### src/rtl/hu_arb_pkg.sv
// Shared types and helpers for the hu_arb_mux arbitrating multiplexer.
// Holds the grant FSM state encoding and the channel-index width function.
package hu_arb_pkg;

  typedef enum logic {
    ARB_IDLE = 1'b0,
    ARB_LOCK = 1'b1
  } arb_state_t;

  function automatic int hu_idx_width(input int n);
    return (n <= 1) ? 1 : $clog2(n);
  endfunction

endpackage

### src/rtl/hu_rr_pick.sv
// Combinational rotating picker: first requester at or after ptr, wrapping.
// A fixed-priority picker is the same block with ptr tied to zero.
module hu_rr_pick #(
  parameter int n  = 4,
  parameter int iw = 2
) (
  input  logic [n-1:0]  req,
  input  logic [iw-1:0] ptr,
  output logic [n-1:0]  gnt,
  output logic [iw-1:0] idx,
  output logic          any
);

  int j;

  // Scan from the farthest position back towards ptr so the nearest requester wins.
  always_comb begin
    gnt = '0;
    idx = '0;
    any = |req;
    j   = 0;
    for (int k = n - 1; k >= 0; k--) begin
      j = int'(ptr) + k;
      if (j >= n) j = j - n;
      if (req[j[iw-1:0]]) begin
        gnt = '0;
        gnt[j[iw-1:0]] = 1'b1;
        idx = j[iw-1:0];
      end
    end
  end

endmodule

### src/rtl/hu_arb_mux.sv
// Registered N-channel arbitrating mux with optional packet lock.
// One beat per cycle moves from the granted input into a single output register.
module hu_arb_mux
  import hu_arb_pkg::*;
#(
  parameter int  channels = 4,
  parameter type seltype  = logic [7:0],
  parameter bit  rr_mode  = 1'b1,
  parameter bit  pkt_lock = 1'b1,
  localparam int idx_w    = hu_idx_width(channels)
) (
  input  logic                clk,
  input  logic                rst_n,
  input  logic [channels-1:0] in_valid,
  output logic [channels-1:0] in_ready,
  input  seltype              in_data [channels],
  input  logic [channels-1:0] in_last,
  output logic                out_valid,
  input  logic                out_ready,
  output seltype              out_data,
  output logic                out_last,
  output logic [idx_w-1:0]    out_chan,
  output arb_state_t          dbg_state
);

  // Handshake: a beat moves on any port in a cycle where its valid and ready
  // are both high at the rising edge; valid never waits on ready, while
  // in_ready is allowed to follow out_ready combinationally.

  localparam int dw = $bits(seltype);

  arb_state_t           state_q, state_d;
  logic [idx_w-1:0]     lock_q, lock_d;
  logic [idx_w-1:0]     ptr_q, ptr_d;
  logic [idx_w-1:0]     pick_ptr;
  logic [channels-1:0]  pick_gnt;
  logic [idx_w-1:0]     pick_idx;
  logic                 pick_any;
  logic [channels-1:0]  lock_gnt;
  logic [channels-1:0]  gnt_vec;
  logic [idx_w-1:0]     g;
  logic                 load_ok;
  logic                 accept;
  logic                 sel_last;
  logic [dw-1:0]        sel_bits;

  assign pick_ptr = rr_mode ? ptr_q : '0;

  hu_rr_pick #(
    .n  (channels),
    .iw (idx_w)
  ) u_pick (
    .req (in_valid),
    .ptr (pick_ptr),
    .gnt (pick_gnt),
    .idx (pick_idx),
    .any (pick_any)
  );

  always_comb begin
    lock_gnt = '0;
    lock_gnt[lock_q] = 1'b1;
  end

  // Grant, handshake and one-hot AND-OR payload selection.
  always_comb begin
    load_ok  = !out_valid || out_ready;
    g        = (state_q == ARB_LOCK) ? lock_q   : pick_idx;
    gnt_vec  = (state_q == ARB_LOCK) ? lock_gnt : pick_gnt;
    in_ready = (rst_n && load_ok && pick_any) ? gnt_vec : '0;
    accept   = |(in_valid & in_ready);
    sel_last = |(in_last & gnt_vec);
    sel_bits = '0;
    for (int i = 0; i < channels; i++) begin
      sel_bits = sel_bits | (in_data[i] & {dw{gnt_vec[i]}});
    end
  end

  // Lock tracking and round-robin pointer advance.
  always_comb begin
    state_d = state_q;
    lock_d  = lock_q;
    ptr_d   = ptr_q;
    case (state_q)
      ARB_IDLE: begin
        if (accept && pkt_lock && !sel_last) begin
          state_d = ARB_LOCK;
          lock_d  = g;
        end
      end
      ARB_LOCK: begin
        if (accept && sel_last) state_d = ARB_IDLE;
      end
      default: state_d = ARB_IDLE;
    endcase
    if (rr_mode && accept && (sel_last || !pkt_lock)) begin
      if (int'(g) == channels - 1) ptr_d = '0;
      else                          ptr_d = g + idx_w'(1);
    end
  end

  always_ff @(posedge clk or negedge rst_n) begin
    if (!rst_n) begin
      state_q <= ARB_IDLE;
      lock_q  <= '0;
      ptr_q   <= '0;
    end else begin
      state_q <= state_d;
      lock_q  <= lock_d;
      ptr_q   <= ptr_d;
    end
  end

  always_ff @(posedge clk or negedge rst_n) begin
    if (!rst_n) begin
      out_valid <= 1'b0;
      out_data  <= '0;
      out_last  <= 1'b0;
      out_chan  <= '0;
    end else if (accept) begin
      out_valid <= 1'b1;
      out_data  <= seltype'(sel_bits);
      out_last  <= sel_last;
      out_chan  <= g;
    end else if (load_ok) begin
      out_valid <= 1'b0;
    end
  end

  assign dbg_state = state_q;

  a_ready_onehot: assert property (@(posedge clk) disable iff (!rst_n) $onehot0(in_ready));

  a_hold_stable: assert property (@(posedge clk) disable iff (!rst_n)
    (out_valid && !out_ready) |=> (out_valid && $stable(out_data) && $stable(out_last)
                                   && $stable(out_chan)));

  a_stall_no_ready: assert property (@(posedge clk) disable iff (!rst_n)
    (out_valid && !out_ready) |-> (in_ready == '0));

endmodule
### config.mk
export PLATFORM = sky130hd
export DESIGN_NAME = hu_arb_mux
export DESIGN_NICKNAME = d
export VERILOG_FILES = /design/src/rtl/hu_arb_pkg.sv /design/src/rtl/hu_rr_pick.sv /design/src/rtl/hu_arb_mux.sv
export SDC_FILE = /design/constraint.sdc
export NUM_CORES = 1
export LEC_CHECK = 0
export BUFFER_PORTS_ARGS = -buffer_cell sky130_fd_sc_hd__buf_2
export CAP_MARGIN = 20
export CORE_UTILIZATION = 44
export CTS_CLUSTER_SIZE = 16
export DETAILED_ROUTE_END_ITERATION = 7
export PLACE_DENSITY = 0.75
export SLEW_MARGIN = 20
export SYNTH_ARGS = -nofsm -noshare
export SYNTH_HDL_FRONTEND = slang
export SYNTH_SLANG_ARGS = --single-unit
### constraint.sdc
create_clock -name clk -period 3.5 [get_ports clk]
set_clock_uncertainty 0.2 [all_clocks]
set_input_delay 0.7 -clock clk [delete_from_list [all_inputs] [get_ports clk]]
set_output_delay 0.7 -clock clk [all_outputs]
set_load 0.005 [all_outputs]
### After elaboration in Yosys (flattened, before gate mapping)

Cells that the tools add are included.

* output and inout bits: 17
* register bits: 17
* logic and storage cells: 96
* input port bits: 43

* bitwise operators: 10
* multiplexer cells: 39
* $lt $le $gt $ge: 14
* $add $sub $neg: 8
* equal/unequal tests: 1
* reduce and logical (&&, ||, !) cells: 17

Operators with widths (count)
* bitwise AND 8 bit: 4
* 2-to-1 mux 4 bit: 6
* bitwise OR 8 bit: 3
* 2-to-1 mux 2 bit: 10
* less-than comparator 2 x 3 -> 1 bit (second input constant): 5
* 2-to-1 mux 1 bit: 13
* OR reduction 4 bit: 3
* demux 1 bit (select 2 bit): 5
* >= comparator 2 x 1 -> 1 bit (second input constant): 5
* >= comparator 3 bit (second input constant): 3
* logical AND 1 bit: 9
* bitwise AND 4 bit: 2
* binary-select mux 1 bit (select 2 bit): 4
* subtractor 2 x 1 -> 2 bit (second input constant): 4
* adder 2 x 2 -> 3 bit (second input constant): 2
* adder 2 x 1 -> 3 bit (second input constant): 1
* >= comparator 2 x 3 -> 1 bit (second input constant): 1
* adder 2 x 1 -> 2 bit (second input constant): 1
* == test 2 x 1 -> 1 bit (second input constant): 1
* zero test 1 bit: 2
* one-hot mux 1 bit (2 select lines): 1
* AND reduction 2 bit: 1
* nonzero test 2 bit: 1
* logical OR 1 bit: 1
* NOT 1 bit: 1

### Logic depth before layout (Yosys ltp)

* depth after elaboration: 18
* mapped depth: 14
* mapped depth without buffers: 9

### Hierarchy

A second synthesis with hierarchy kept.

* cells, all modules: 165
* area total of the unflattened synthesis: 1544.0 um^2

Modules (own cells, without submodules)
* hu_arb_mux: times used 1, area an instance 1046.0 um^2, cells an instance 103, sequential area each 425.4 um^2
* hu_rr_pick: times used 1, area an instance 498.0 um^2, cells an instance 62, sequential area each 0.0 um^2

### Worst setup path before layout

OpenSTA, ideal clock, no wires.

* path kind: register -> output
* start: register ptr_q[0] (netlist: pick_ptr[0])
* end: output port in_ready[3]
* setup slack: -0.307 ns
* buffers on the path: 5
* cell stages (with the launch flop): 13
* required time: 2.600 ns
* arrival time: 2.907 ns
* path through: dfrtp_1 -> buf_6 -> clkbuf_1 -> inv_1 -> ha_1 -> buf_2 -> mux4_2 -> buf_2 -> a21o_1 -> a21o_1 -> a22oi_1 -> clkbuf_1 -> nor2b_1

* longest elaborated chain between the ends: 13
* elaborated cells between the ends (all ways): 49
* those cells by class: add/sub: 7; order compare: 12; mux: 26; reduce/logical: 4

Ends and longest elaborated chain
* from (decl): RTL line hu_arb_mux.sv:34 `logic [idx_w-1:0] ptr_q, ptr_d;`
* from (signal assigned): RTL line hu_arb_mux.sv:110 `ptr_q <= ptr_d;`
* adder 2 x 2 -> 3 bit: RTL line hu_rr_pick.sv:23 `j = int'(ptr) + k;`
* >= comparator 3 bit / subtractor 2 x 1 -> 2 bit (equally long branches): RTL line hu_rr_pick.sv:24 `if (j >= n) j = j - n;`
* 2-to-1 mux 2 bit: RTL line hu_rr_pick.sv:24
* less-than comparator 2 x 3 -> 1 bit (implied by the code) / >= comparator 2 x 1 -> 1 bit (equally long branches): RTL line hu_rr_pick.sv:27 `gnt[j[iw-1:0]] = 1'b1;`
* logical AND 1 bit (implied by the code): RTL line hu_rr_pick.sv:27
* 2-to-1 mux 1 bit (implied by the code): RTL line hu_rr_pick.sv:27
* demux 1 bit (select 2 bit)
* 2-to-1 mux 4 bit (3 in series): RTL line hu_rr_pick.sv:25 `if (req[j[iw-1:0]]) begin`
* 2-to-1 mux 4 bit (*): RTL line hu_rr_pick.sv:25
* 2-to-1 mux 4 bit (*): RTL line hu_arb_mux.sv:69 `gnt_vec = (state_q == ARB_LOCK) ? lock_gnt : pick_gnt;`
* 2-to-1 mux 4 bit (*): RTL line hu_arb_mux.sv:70 `in_ready = (rst_n && load_ok && pick_any) ? gnt_vec : '0;`
* to (decl): RTL line hu_arb_mux.sv:15 `output logic [channels-1:0] in_ready,`

Mark *: on every way between the ends. The rest lies on a longest branch, timed or not. The select of a mux whose other input is x is not followed.

### Final worst setup path

* start: register ptr_q[0] (netlist: pick_ptr[0])
* end: output port in_ready[0]

Same word-level chain as after synthesis.

==> out/qor.csv <==
stage,metric,value,unit
global_routing,grt_pass1_vias,1229,
placed_design,gp_congestion,0.954,
die,start_util,0.465,
critical_path,reg2reg_depth,11,
timing,fin_crit,3.43,ns
critical_path,critical_path_class,flop to output port,
cells_and_area,stdcell_count,282,
route,dr.pass1.iters,7,
clock_tree,insertion_delay,0.29,ns
critical_path,crit_path_end_kind,output port,
logic_synthesis,synthCells,175,
die,std_cell_rows,21,
critical_path,critPathArrivalTime,2.53,ns
cells_and_area,seqCellArea,425,um^2
route,wl_per_cell,15.1,um
clock_tree,clk_pin_slew,0.09,ns
route,postRouteAntennaNets,0,
logic_synthesis,synth_edf_count,0,
die,dieHeight,61.6,um
global_routing,grt_pass1_wl,5.96,mm
timing,fin_crit_sh,0.981,
timing,setup_viol,0,
cells_and_area,multi_input_area,1100,um^2
global_routing,grt_usage,0.215,
route,via_count,1636,
die,core,3360,um^2
logic_synthesis,ys.warnings.count,0,
job,cap_viol_max_count,0,
route,drc,0,
power,p_leak,0.000906,uW
cells_and_area,fillers,316,
critical_path,cp_data_required_time,2.60,ns
placed_design,dp_cells,277,
timing,worst_slew_pin_slew,0.464,ns
critical_path,crit_start,pick_ptr[0],
hold_path,hp-class,input port to async pin,
route,routed_wl,4.25,mm
critical_path,critPathMaxFanout,7,
clock_tree,htreeDepth,1,
timing,slew_headroom,0.690,
logic_synthesis,syn_area_per_cell,8.94,um^2
die,ios,60,
critical_path,critPathLaunchType,flop,
clock_tree,cts_tree,built,
critical_path,r2r-start,pick_ptr[0],
timing,fmax,0.291,GHz
logic_synthesis,synth_cell_types,51,
power,ir_worst_vdd,0.000622,V
placed_design,portBuffers,59,
timing,timing.final.ws_setup,0.0680,ns
placed_design,dp_slack,0.126,ns
logic_synthesis,synth-main-ff-cell,dfrtp_1,
outcome,outcome,completed,
clock_tree,clock_path_buffers,2,
clock_tree,hold_buffers,0,
cells_and_area,nets,288,
placed_design,dp_hpwl,3.22,mm
global_routing,gr-total-overflow,0,
clock_tree,clock_sinks,17,
global_routing,antenna_found_initial,0,
cells_and_area,area_growth,29.0,%
route,drt-vias-per-instance,5.80,
logic_synthesis,synth_area_leaders,"dfrtp_1 (27%), ha_1 (6.4%), mux4_2 (5.8%)",
logic_synthesis,ys_ff_latch,17,
cells_and_area,drive_above_1_share,0.386,
clock_tree,cts_made_buffers,3,
cells_and_area,n_antenna_cell,0,
die,fp.dieW,61.6,um
die,dieArea,3800,um^2
logic_synthesis,synthArstFlopShare,1.00,
timing,finalHoldViolCount,0,
logic_synthesis,yosysTopAreaCell,dfrtp_1,
route,first_iter_violations,125,
logic_synthesis,netlist_area,1560,um^2
timing,grt_setup_unrepaired,yes,
global_routing,grt_max_degree,23,
power,powerDensity,1060,nW/um^2
timing,finalMaxSlewViolations,0,
logic_synthesis,ys_seq_area_frac,0.272,
logic_synthesis,synthesis.nets,226,
clock_tree,clockRootBuffer,clkbuf_4,
logic_synthesis,synth_top_area_frac,0.272,
cells in the final DEF, fill, tap and decap left out, drive strengths merged, types with 3 or more instances in the layout:
cell     n
o21ai    5
nand2   14
nor2    11
mux2i    6
nor2b    7
a22oi    3
buf     71
a31oi   12
nand3b   3
a21oi   13
clkbuf   4
nand2b   4
dfrtp   17
ha       8
inv      6
mux4     5
a222oi   8
layer usage:
metal | track usage | share of wire
met1 | 0.321 | 0.46
met2 | 0.310 | 0.47
met3 | 0.0504 | 0.051
met4 | 0.0540 | 0.012
met5 | 0 | 0
cell usage after synthesis, drive strengths merged, types with 3 or more instances:
cell    instances
a21oi          13
a222oi          8
a22oi           3
a31oi          12
buf            10
clkbuf          5
dfrtp          17
ha              8
inv             6
mux2i           6
mux4            4
nand2          14
nand2b          4
nand3b          3
nor2           11
nor2b           7
o21ai           5
sequential cells by signal (all words and copies together) (netlist names), named ones only:
name / count
out_valid: 1
out_chan: 2
out_last: 1
pick_ptr: 2
out_data: 8
lock_q: 2
critical path, stage by stage (launching register included):
cell	delay, ns
dfrtp_1	0.38
inv_1	0.17
ha_2	0.35
buf_4	0.17
or3b_2	0.43
o211ai_1	0.10
a31oi_1	0.12
a21oi_2	0.25
nor2b_1	0.15
buf_2	0.12
metrics by stage:
| stage | instance area (um^2) | power (uW) | TNS, ns | utilization | hold WS [ns] |
|---|---|---|---|---|---|
| 2_1_floorplan | 1580 | 1520 | 0 | - | 0.204 |
| 3_3_place_gp | 1930 | 1940 | 0 | 0.575 | 0.270 |
| 3_5_place_dp | 1930 | 1950 | 0 | 0.575 | 0.275 |
| 4_1_cts | 1960 | 2060 | 0 | 0.583 | 0.161 |
| 5_1_grt | 2020 | 2330 | -0.0651 | 0.600 | 0.165 |
| 6_report | 2020 | 2140 | 0 | 0.600 | 0.149 |
area by class of cell:
| cell class | instances | share of cell area |
|---|---|---|
| clock buffer | 4 | 0.0130 |
| inverter | 7 | 0.0130 |
| multi-input combinational | 137 | 0.543 |
| timing repair buffer | 71 | 0.191 |
| tap | 46 | 0.0285 |
| sequential | 17 | 0.211 |
cells by family after synthesis:
family,Yosys count,synth area share
AO/OA/AOI/OAI,63,0.306
AND/OR/NAND/NOR,52,0.174
buffers and inverters,22,0.0664
flip-flops,17,0.272
multiplexers,12,0.113
adder cells (fa/ha/maj),8,0.0640
XOR/XNOR,1,0.00560
path summary, 6_finish.rpt:
kind | end | slack, ns
setup / recovery | in_ready[0] | 0.07
hold / removal | out_valid | 0.15
setup reg to reg | lock_q[0] | 0.32
hold reg to reg | out_last | 0.29
max in group asynchronous | out_chan[1] | 2.63
min in group clk | out_last | 0.29
repair_timing:
action,in CTS,in global routing
setup buffers,0,0
resized for setup,0,6
endpoints found under the hold margin,0,0
endpoints found under the setup margin,0,3
power by group:
part | internal (uW) | switching (uW)
combinational | 761 | 895
clock | 44.3 | 59.4
sequential | 302 | 81.4
total | 1110 | 1040
(Power assumes the default switching activity.)
